## src/rtl/matrix_pkg.sv

```systemverilog
// -----------------------------------------------------------------------------
// matrix_pkg
// Shared sizes, state encoding and row-slice helpers for the matrix row
// sequencer. Matrices are packed row 0 in the MSBs; within a row, element 0
// sits in the MSBs.
// -----------------------------------------------------------------------------
package matrix_pkg;

    localparam int ELEM_W = 8;
    localparam int N      = 5;
    localparam int ROW_W  = N * ELEM_W;
    localparam int MAT_W  = N * ROW_W;

    // Row counters only need to reach N-1.
    localparam int CNT_W = (N > 1) ? $clog2(N) : 1;
    localparam logic [CNT_W-1:0] LAST_ROW = CNT_W'(N - 1);

    typedef enum logic [1:0] {
        IDLE  = 2'd0,
        ISSUE = 2'd1,
        DRAIN = 2'd2,
        DONE  = 2'd3
    } seq_state_e;

    // LSB position of row idx inside a packed matrix.
    function automatic int row_lsb(input int idx);
        return (N - 1 - idx) * ROW_W;
    endfunction

endpackage

```

## src/rtl/matrix_row_sequencer_row_valid_delay.sv

```systemverilog
// -----------------------------------------------------------------------------
// row_valid_delay
// LAT-stage shift register that lines up the issued-row valid with the row
// returned by the attached unit. LAT = 0 is a plain wire.
//
// Ports:
//   clk_i  - system clock
//   rst_i  - synchronous reset, active-low
//   vld_i  - valid of the row currently presented to the attached unit
//   vld_o  - vld_i delayed by LAT cycles
// -----------------------------------------------------------------------------
module row_valid_delay #(
    parameter int LAT = 1
) (
    input  logic clk_i,
    input  logic rst_i,
    input  logic vld_i,
    output logic vld_o
);

    if (LAT == 0) begin : g_wire
        logic unused_clk_rst;
        assign unused_clk_rst = clk_i ^ rst_i;
        assign vld_o = vld_i;
    end else begin : g_shift
        logic [LAT-1:0] sr_q;

        always_ff @(posedge clk_i) begin
            if (!rst_i) begin
                sr_q <= '0;
            end else begin
                sr_q[0] <= vld_i;
                for (int i = 1; i < LAT; i++) begin
                    sr_q[i] <= sr_q[i-1];
                end
            end
        end

        assign vld_o = sr_q[LAT-1];
    end

endmodule

```

## src/rtl/matrix_row_sequencer.sv

```systemverilog
// -----------------------------------------------------------------------------
// matrix_row_sequencer
// Latches an N x N matrix on start, issues it one row per cycle to a
// row-level unit, captures the returned rows OP_LAT cycles later and
// reassembles them into result_o, then pulses done_o for one cycle.
//
// state | meaning
// ------+-----------------------------------------------------------
// IDLE  | waiting for start_i; result_o holds the last result
// ISSUE | presenting source rows 0..N-1, row_valid_out_o = 1
// DRAIN | all rows issued, waiting for the remaining captures
// DONE  | result complete, done_o = 1 for this single cycle
//
// Ports:
//   clk_i            - system clock, rising edge
//   rst_i            - synchronous reset, active-low
//   start_i          - begin operation, sampled only in IDLE
//   m_in_i           - source matrix (row 0 in MSBs)
//   row_out_o        - row presented to the attached unit
//   row_valid_out_o  - row_out_o holds a valid row
//   row_in_i         - row returned by the attached unit
//   result_o         - reassembled matrix, same packing as m_in_i
//   busy_o           - high whenever not IDLE
//   done_o           - one-cycle completion pulse
//   cycle_cnt_o      - busy-cycle count, only with MATRIX_ROWSEQ_CYCLE_CNT_EN
//
// Parameter OP_LAT (0..7): cycles from row_out_o to the matching row_in_i.
// Optional build macro: MATRIX_ROWSEQ_CYCLE_CNT_EN adds cycle_cnt_o.
// -----------------------------------------------------------------------------
module matrix_row_sequencer
    import matrix_pkg::*;
#(
    parameter int OP_LAT = 1
) (
    input  logic             clk_i,
    input  logic             rst_i,
    input  logic             start_i,
    input  logic [MAT_W-1:0] m_in_i,
    output logic [ROW_W-1:0] row_out_o,
    output logic             row_valid_out_o,
    input  logic [ROW_W-1:0] row_in_i,
    output logic [MAT_W-1:0] result_o,
    output logic             busy_o,
    output logic             done_o
`ifdef MATRIX_ROWSEQ_CYCLE_CNT_EN
    ,
    output logic [7:0]       cycle_cnt_o
`endif
);

    seq_state_e       state_q;
    logic [ROW_W-1:0] src_q [N];
    logic [ROW_W-1:0] res_q [N];
    logic [ROW_W-1:0] m_rows [N];
    logic [CNT_W-1:0] issue_cnt_q;
    logic [CNT_W-1:0] issue_cnt_inc;
    logic [CNT_W-1:0] cap_cnt_q;
    logic [ROW_W-1:0] row_out_q;
    logic             row_valid_q;
    logic             busy_q;
    logic             done_q;
    logic             vld_dly;
    logic             cap_last;

    always_comb begin
        result_o = '0;
        for (int r = 0; r < N; r++) begin
            m_rows[r] = m_in_i[row_lsb(r) +: ROW_W];
            result_o[row_lsb(r) +: ROW_W] = res_q[r];
        end
    end

    row_valid_delay #(
        .LAT (OP_LAT)
    ) u_vld_dly (
        .clk_i (clk_i),
        .rst_i (rst_i),
        .vld_i (row_valid_q),
        .vld_o (vld_dly)
    );

    assign issue_cnt_inc = issue_cnt_q + 1'b1;
    assign cap_last      = vld_dly && (cap_cnt_q == LAST_ROW);

    always_ff @(posedge clk_i) begin
        if (!rst_i) begin
            state_q     <= IDLE;
            issue_cnt_q <= '0;
            cap_cnt_q   <= '0;
            row_out_q   <= '0;
            row_valid_q <= 1'b0;
            busy_q      <= 1'b0;
            done_q      <= 1'b0;
            for (int r = 0; r < N; r++) begin
                src_q[r] <= '0;
                res_q[r] <= '0;
            end
        end else begin
            done_q <= 1'b0;
            case (state_q)
                IDLE: begin
                    if (start_i) begin
                        state_q     <= ISSUE;
                        busy_q      <= 1'b1;
                        row_valid_q <= 1'b1;
                        // Row 0 goes out straight from m_in; src_q is loaded on the same edge.
                        row_out_q   <= m_rows[0];
                        issue_cnt_q <= '0;
                        cap_cnt_q   <= '0;
                        for (int r = 0; r < N; r++) begin
                            src_q[r] <= m_rows[r];
                            res_q[r] <= '0;
                        end
                    end
                end
                ISSUE: begin
                    if (issue_cnt_q == LAST_ROW) begin
                        row_valid_q <= 1'b0;
                        issue_cnt_q <= '0;
                        // With a combinational unit the last capture lands on this edge.
                        if (cap_last) begin
                            state_q <= DONE;
                            done_q  <= 1'b1;
                        end else begin
                            state_q <= DRAIN;
                        end
                    end else begin
                        issue_cnt_q <= issue_cnt_inc;
                        row_out_q   <= src_q[issue_cnt_inc];
                    end
                end
                DRAIN: begin
                    if (cap_last) begin
                        state_q <= DONE;
                        done_q  <= 1'b1;
                    end
                end
                DONE: begin
                    state_q <= IDLE;
                    busy_q  <= 1'b0;
                end
                default: state_q <= IDLE;
            endcase

            if (vld_dly) begin
                res_q[cap_cnt_q] <= row_in_i;
                cap_cnt_q        <= cap_last ? '0 : cap_cnt_q + 1'b1;
            end
        end
    end

    assign row_out_o       = row_out_q;
    assign row_valid_out_o = row_valid_q;
    assign busy_o          = busy_q;
    assign done_o          = done_q;

`ifdef MATRIX_ROWSEQ_CYCLE_CNT_EN
    logic [7:0] cyc_cnt_q;

    // Counts busy cycles up to and including the edge that raises done.
    always_ff @(posedge clk_i) begin
        if (!rst_i) begin
            cyc_cnt_q <= '0;
        end else if (state_q == IDLE && start_i) begin
            cyc_cnt_q <= '0;
        end else if (busy_q && !done_q && cyc_cnt_q != 8'hFF) begin
            cyc_cnt_q <= cyc_cnt_q + 1'b1;
        end
    end

    assign cycle_cnt_o = cyc_cnt_q;
`endif

endmodule

```

## config.mk

```make
export PLATFORM = sky130hd
export DESIGN_NAME = matrix_row_sequencer
export DESIGN_NICKNAME = d
export VERILOG_FILES = /design/src/rtl/matrix_pkg.sv /design/src/rtl/matrix_row_sequencer_row_valid_delay.sv /design/src/rtl/matrix_row_sequencer.sv
export SDC_FILE = /design/constraint.sdc
export NUM_CORES = 1
export LEC_CHECK = 0
export CORE_ASPECT_RATIO = 1.4
export CORE_MARGIN = 3
export CORE_UTILIZATION = 53
export CTS_CLUSTER_DIAMETER = 60
export DETAILED_ROUTE_END_ITERATION = 6
export MAX_ROUTING_LAYER = met4
export PLACE_DENSITY = 0.86
export SKIP_CTS_REPAIR_TIMING = 1
export SLEW_MARGIN = 0
export SYNTH_ARGS = -nofsm -noshare
export SYNTH_HDL_FRONTEND = slang
export SYNTH_SLANG_ARGS = --single-unit
```

## constraint.sdc

```tcl
create_clock -name clk_i -period 10.6 [get_ports clk_i]
set_input_delay 2.65 -clock clk_i [delete_from_list [all_inputs] [get_ports clk_i]]
set_output_delay 2.65 -clock clk_i [all_outputs]
set_load 0.01 [all_outputs]
```

=== Word-level counts from Yosys, hierarchy flattened ===
Memory sizes are Yosys's and may differ from the RTL's.
Cells that the tools add are included.

* Bitwise gates (word level): 10
* Reduce and logical (&&, ||, !) cells: 12
* Mux-type cells: 39
* $add $sub $neg: 2
* Equality and inequality tests: 9

{| class="wikitable"
|+ Operators by type and width
! operator !! count
|-
| 40-bit two-way mux || 12
|-
| 40-bit one-hot mux with 2 select lines || 1
|-
| 3-bit two-way mux || 5
|-
| 1-bit two-way mux || 13
|-
| 1-bit OR || 10
|-
| 3-bit AND reduction || 3
|-
| 2-bit != test, second input constant || 4
|-
| 2-bit one-hot mux with 4 select lines || 1
|-
| 2-bit nonzero test || 4
|-
| 3-bit by 1-bit adder with 3-bit output, second input constant || 2
|-
| 3-bit equality test, second input constant || 2
|-
| 2-bit two-way mux || 3
|-
| 1-bit one-hot mux with 2 select lines || 3
|-
| 3-bit one-hot mux with 2 select lines || 1
|-
| 2-bit AND reduction || 3
|-
| 2-bit equality test, second input constant || 2
|-
| 2-bit by 1-bit equality test with 1-bit output, second input constant || 1
|-
| 2-bit logical NOT || 1
|-
| 1-bit logical AND || 1
|}

* Logic and storage cells: 82
* Memories kept: 2
* Memory bits (writable): 400
* Flip-flop bits (word level): 52
* Output and inout port bits: 243
* Bits of input ports: 243

{| class="wikitable"
|+ Memories
! name !! depth !! width !! rd ports !! clocked after Yosys merged registers in !! write ports !! line !! source
|-
| res_q || 5 || 40 || 5 || 0 || 6 || matrix_row_sequencer.sv:53 || <nowiki>logic [ROW_W-1:0] res_q [N];</nowiki>
|-
| src_q || 5 || 40 || 1 || 0 || 5 || matrix_row_sequencer.sv:52 || <nowiki>logic [ROW_W-1:0] src_q [N];</nowiki>
|}

=== Longest topological paths before layout ===
Gate-level depths: netlist of run 1.

* Depth after elaboration: 5
* Gate-level depth with buffers: 10
* Mapped depth without buffers: 6

=== Cells and area by module ===
Synthesis of run 1 repeated with hierarchy kept, for this count alone.

* Cells, all modules: 1266
* Area total of the unflattened synthesis: 19185.9 um2

{| class="wikitable"
|+ By module, submodules not included
! module !! sequential area each (um2) !! cells each !! times used !! area an instance (um2)
|-
| matrix_row_sequencer || 13032.5 || 1264 || 1 || 19159.6
|-
| row_valid_delay || 20.0 || 2 || 1 || 26.3
|}

=== Least setup slack after synthesis of run 1 ===
OpenSTA, ideal clock, no wires.

* Kind: in2reg
* Start point: input port rst_i
* End point: memory src_q[0][0] in the netlist's numbering, enable pin
* Slack: 3.189 ns
* Buffers on the path: 1
* Stages on the path: 3
* Required time: 10.048 ns
* Arrival time: 6.859 ns
* Setup time: 0.552 ns
* Cells stage by stage: buf_2 > and2_1 > inv_1

{| class="wikitable"
|+ RTL lines
! item !! line !! source
|-
| start, declared || matrix_row_sequencer.sv:36 || <nowiki>input logic rst_i,</nowiki>
|-
| end, declared || matrix_row_sequencer.sv:52 ||
|}

==> results.toml, run 1 <==
[synthesis]
yosysUniqueCellTypes = 38
synth.top_cell.area_share_pct = 63.4
syn_inst = 1264
post-synth-top-count-cell = "and2_1"
yosysWarnings = 0
synthFlopType = "edfxtp_1"
ys_ff_latch = 452
synth_edf_count = 400
synth_commonest_cells = "404 x and2_1, 400 x edfxtp_1, 64 x clkbuf_1"
synth_area_mm2 = 0.0189
synth_area_leader_cell = "edfxtp_1"
synth-seq-area-share_pct = 68.9
synthArstFlopShare_pct = 0
yosys-top-cells-area = "edfxtp_1 63%, and2_1 13%, dfxtp_1 5.5%"
synth_nets = 1516
avgSynthCellArea_um2 = 15.0

[route]
first_pass_iters = 5
avgRoutedWirePerCell_um = 22.6
drtIter0Drc = 855
vias_per_cell = 5.47
ant_nets = 0
drc = 0
vias = 12123
drt_wl_total_um = 50100

[timing]
finalMaxSlewViolations = 0
hold_violations = 0
rsz0062_at_grt = "no"
worst_pin_slew_ps = 1250
setup_violations = 0
clock-skew-final_ps = 18.9
setup_tns_ps = 0
max_freq_mhz = 175
timing.final.ws_setup_ps = 4870
final.period_utilization_pct = 54.1
fin_crit_ps = 5730
slew-limit-headroom_pct = 16.4

[cts]
h-tree-depth = 2
cts_sinks = 452
root_buffer = "clkbuf_16"
numCtsBuffers = 41
tritoncts = "done"
clk_pin_slew_ps = 70
clockBufferDepth = 3
worstSkewPairLatency_ps = 530

[pwr]
p_int_mw = 4.07
ir_drop_mv = 0.177
power.switching_mw = 1.61
seq_power_share_pct = 46.5
power.density_mw_per_mm2 = 222
switching_share_pct = 28.4
p_comb_share_pct = 27.0
clockPowerShare_pct = 26.5
power_leakage_nw = 9.60

[floorplanning]
num_io_pins = 486
start_util_pct = 54.0
core-area_mm2 = 0.0351
die_w_um = 166
dieArea_mm2 = 0.0381
chipHeight_um = 230
rows = 81

[critical_path]
critPathCaptureType = "flop"
crit_arrival_ps = 5890
critPathMaxFanout = 95
cp-start-kind = "input port"
path_class = "input port to flop"
worstPathRequired_ps = 10760

[layout]
nFillCells = 2191
syn_to_final_growth_pct = 34.8
multiInputGateArea_mm2 = 0.00537
nets = 1972
drive_above_1_share_pct = 9.89
regArea_mm2 = 0.0131

[job]
maxCapViolCount = 0

[global_routing]
track_usage_pct = 26.5
antenna_found_initial = 12
grt_pass1_wl_um = 75000
overflow = 0
grt_max_degree = 153
grt_pass1_vias = 12672

[run_status]
outcome = "finished clean"

[placed_design]
port_buffers = 485
post-place-ws_ps = 4360
gp_congestion = 0.893
dpl.hpwl_um = 34500

[worst_hold_path]
hold_class = "flop to flop"
==> through the flow <==
| step | cells | util [%] | instance area, um^2 | hold WS, ps | power, mW |
|---|---|---|---|---|---|
| after floorplan | 1264 | - | 18900 | 462 | 3.44 |
| after global placement | 2133 | 68.9 | 24100 | 476 | 4.16 |
| after detailed placement | 2133 | 68.9 | 24100 | 488 | 4.22 |
| after CTS | 2205 | 72.7 | 25500 | 503 | 5.72 |
| after global routing | 2216 | 72.8 | 25500 | 522 | 5.90 |
| final | 2216 | 72.8 | 25500 | 504 | 5.68 |
==> area by class of cell <==
cell class,count,share of cell area (%)
inverters,50,0.755
multi-input cells,675,21.0
clock inverters,21,1.02
repair buffers,500,19.4
clock buffers,51,4.28
flip-flops and latches,452,51.1
well taps,456,2.23
diodes,11,0.108
==> routing by layer <==
metal  track usage, %  part of all wire [%]
met4             10.3                   3.6
met1             30.0                    35
met3             7.26                   9.5
met2             44.9                    52
met5                -                     0
==> placed cells by master (no fill, tap or decap), drive strengths merged, types with 6 or more instances in the layout <==
cell type / netlist / final
nand2: 11 / 11
and2: 404 / 404
bufinv: 0 / 6
ha: 9 / 9
nand2b: 6 / 6
buf: 23 / 16
inv: 12 / 12
nor2: 41 / 41
mux4: 40 / 40
clkinv: 38 / 53
diode: 0 / 11
edfxtp: 400 / 400
o21ai: 7 / 7
clkdlybuf4s50: 0 / 484
o211a: 40 / 40
o221ai: 40 / 40
dfxtp: 52 / 52
nand3: 45 / 45
clkbuf: 64 / 51
==> final timing paths <==
| path | to | from | cells after the start | slack (ps) |
|---|---|---|---|---|
| min | row_out_o[7]$_SDFFE_PN0P_ | row_out_o[7]$_SDFFE_PN0P_ | 1 | 500 |
| max reg2reg | src_q[0][1]$_SDFFCE_PN0P_ | state_q[0]$_SDFFE_PN0P_ | 7 | 6790 |
| max | src_q[0][1]$_SDFFCE_PN0P_ | start_i | 6 | 4870 |
| min reg2reg | row_out_o[7]$_SDFFE_PN0P_ | row_out_o[7]$_SDFFE_PN0P_ | 1 | 500 |
==> cell families (layout without fill, tap and decap cells) <==
kind of cell / after synthesis / count (layout) / synth area share (%)
and+or+nand+nor: 524 / 524 / 16.4
DFF: 452 / 452 / 68.9
buffers and inverters: 137 / 622 / 3.24
AOI/OAI and AO/OA: 100 / 100 / 5.95
muxes: 41 / 41 / 4.81
adders and majority gates: 9 / 9 / 0.594
xor gates and xnor gates: 1 / 1 / 0.0859
other: 0 / 11 / 0
==> power groups by stage <==
| stage | registers (mW) | clock network (mW) | logic (mW) |
|---|---|---|---|
| 3_5_place_dp | 2.68 | 0 | 1.54 |
| 2_1_floorplan | 2.71 | 0 | 0.729 |
| 4_1_cts | 2.65 | 1.52 | 1.55 |
| 6_report | 2.64 | 1.50 | 1.53 |
| 3_3_place_gp | 2.66 | 0 | 1.50 |
| 5_1_grt | 2.68 | 1.58 | 1.64 |
==> state kept, by name, summed over array words and instances, names as in the netlist <==
| register | cells |
|---|---|
| row_valid_out_o | 1 |
| cap_cnt_q | 3 |
| state_q | 2 |
| busy_o | 1 |
| done_o | 1 |
| row_out_o | 40 |
| res_q | 200 |
| issue_cnt_q | 3 |
| u_vld_dly.vld_o | 1 |
| src_q | 200 |
==> critical path, cell delays in order <==
cell and delay, ps:
clkdlybuf4s50_1 570, nand2_1 140, and2_1 330, clkinv_4 420, buf_4 960, buf_4 690
Note: power is estimated with default switching activity, not from simulation.
==> run 2: changes to the inputs <==
--- a/config.mk
+++ b/config.mk
@@ -7,11 +7,11 @@
 export LEC_CHECK = 0
 export CORE_ASPECT_RATIO = 1.4
 export CORE_MARGIN = 3
-export CORE_UTILIZATION = 53
+export CORE_UTILIZATION = 44
 export CTS_CLUSTER_DIAMETER = 60
 export DETAILED_ROUTE_END_ITERATION = 6
 export MAX_ROUTING_LAYER = met4
-export PLACE_DENSITY = 0.86
+export PLACE_DENSITY = 0.76
 export SKIP_CTS_REPAIR_TIMING = 1
 export SLEW_MARGIN = 0
 export SYNTH_ARGS = -nofsm -noshare
==> constraint.sdc (replaced) <==
create_clock -name clk_i -period 4.9 [get_ports clk_i]
set_input_delay 1.225 -clock clk_i [delete_from_list [all_inputs] [get_ports clk_i]]
set_output_delay 1.225 -clock clk_i [all_outputs]
set_load 0.01 [all_outputs]
==> results.toml, run 2 (synthesis results as in run 1) <==
[run_status]
outcome = "finished clean"

[layout]
layout_common_cells = "484 x clkdlybuf4s50_1, 403 x and2_1, 400 x edfxtp_1"
nets = 1979
drive_above_1_share_pct = 10.3
syn_to_final_growth_pct = 35.9
final_common_cell = "clkdlybuf4s50_1"
layout.cells.non_filler = 2306
nFillCells = 3159

[placed_design]
port_buffers = 485
gp_congestion = 0.825
dpl.hpwl_um = 33300
dp_cells = 2228

[global_routing]
grt_max_degree = 104
antenna_found_initial = 1
track_usage_pct = 20.7
overflow = 0
grt_pass1_wl_um = 71500
grt_pass1_vias = 12432

[timing]
setup_tns_ps = 0
clock-skew-final_ps = 12.7
fin_crit_ps = 3190
setup_violations = 0
final.period_utilization_pct = 65.1
worst_pin_slew_ps = 1160
hold_violations = 0
slew-limit-headroom_pct = 22.7
rsz0062_at_grt = "no"
max_freq_mhz = 314
finalMaxSlewViolations = 0

[critical_path]
regToRegStartpoint = "issue_cnt_q[0]$_SDFFE_PN0P_"
worstPathRequired_ps = 5380
r2r_cells = 7
cp-start-kind = "flop"
critPathCaptureType = "flop"
critPathMaxFanout = 42
rrSetupSlack_ps = 1710
reg2reg_to = "row_out_o[7]$_SDFFE_PN0P_"
crit_arrival_ps = 3670
path_class = "flop to flop"

[pwr]
p_int_mw = 8.84
ir_drop_mv = 0.311
clockPowerShare_pct = 26.8
power_leakage_nw = 9.66
seq_power_share_pct = 45.6
power.density_mw_per_mm2 = 479
p_comb_share_pct = 27.7
power.switching_mw = 3.48
power_mw = 12.3
switching_share_pct = 28.2

[cts]
numCtsBuffers = 43
worstSkewPairLatency_ps = 540
clk_pin_slew_ps = 60
root_buffer = "clkbuf_16"
clockBufferDepth = 3
cts_sinks = 452
tritoncts = "done"
h-tree-depth = 2

[route]
m1WireLength_um = 17300
vias_per_cell = 5.18
first_pass_iters = 5
vias = 11938
drt_wl_total_um = 47200
drtIter0Drc = 837
dr_wl_met3_um = 3490
avgRoutedWirePerCell_um = 20.5
route.met2.wl_um = 24800
ant_nets = 0
highest_layer = "met4"
drc = 0

[floorplanning]
rows = 89
core-area_mm2 = 0.0423
die_w_um = 181
start_util_pct = 44.8
chipHeight_um = 252
dieArea_mm2 = 0.0456
num_io_pins = 486

[worst_hold_path]
hold_class = "flop to flop"
min_to = "row_out_o[25]$_SDFFE_PN0P_"
min_path_cells = 1
hp-start = "row_out_o[25]$_SDFFE_PN0P_"

[job]
maxCapViolCount = 0
==> run 2: per-layer routing <==
layer	GRT usage [%]	vias to the layer above
met4	7.08	0
met5	-	-
met1	23.8	5832
li1	-	5453
met3	3.56	92
met2	36.7	561
==> run 2: final cells by class <==
class | instances | area [um^2] | share of cell area (%)
inverters | 50 | 191 | 0.744
flip-flops and latches | 452 | 13100 | 50.7
multi-input cells | 675 | 5370 | 20.9
diodes | 1 | 2.50 | 0.00972
clock inverters | 19 | 206 | 0.802
repair buffers | 505 | 5040 | 19.6
well taps | 546 | 683 | 2.65
clock buffers | 58 | 1190 | 4.64
==> run 2: worst max-delay path by stage <==
stage / slack, ps / cells after the start / startpoint / to
2_1_floorplan: 10 / 3 / rst_i / src_q[0][0]$_SDFFCE_PN0P_
3_3_place_gp: 1400 / 5 / rst_i / src_q[3][31]$_SDFFCE_PN0P_
3_5_place_dp: 1300 / 5 / start_i / src_q[0][30]$_SDFFCE_PN0P_
4_1_cts: 1590 / 7 / issue_cnt_q[0]$_SDFFE_PN0P_ / row_out_o[3]$_SDFFE_PN0P_
5_1_grt: 1440 / 7 / issue_cnt_q[0]$_SDFFE_PN0P_ / row_out_o[7]$_SDFFE_PN0P_
6_report: 1710 / 7 / issue_cnt_q[0]$_SDFFE_PN0P_ / row_out_o[7]$_SDFFE_PN0P_
==> run 2: worst max-delay path, cell delays in order, from the launching register on <==
cell	delay [ps]
dfxtp_4	350
buf_4	680
inv_1	110
ha_2	1140
mux4_2	420
clkinv_1	90
o221ai_2	150
o211a_1	170
==> run 2: stage by stage <==
step                setup slack (ps)  hold WS (ps)  area [um^2]  util [%]
finish                          1710           498        25700      60.8
detailed placement              1300           480        24300      57.5
global placement                1400           472        24300      57.5
CTS                             1590           501        25700      60.8
floorplan                       11.4           462        19000         -
global route                    1440           524        25700      60.8
==> run 2: power by group through the flow <==
| stage | sequential [mW] | clock [mW] | combinational [mW] |
|---|---|---|---|
| after floorplan | 5.84 | 0 | 1.58 |
| after global placement | 5.66 | 0 | 3.36 |
| after detailed placement | 5.69 | 0 | 3.45 |
| after CTS | 5.62 | 3.36 | 3.46 |
| after global routing | 5.69 | 3.51 | 3.65 |
| final | 5.61 | 3.30 | 3.41 |
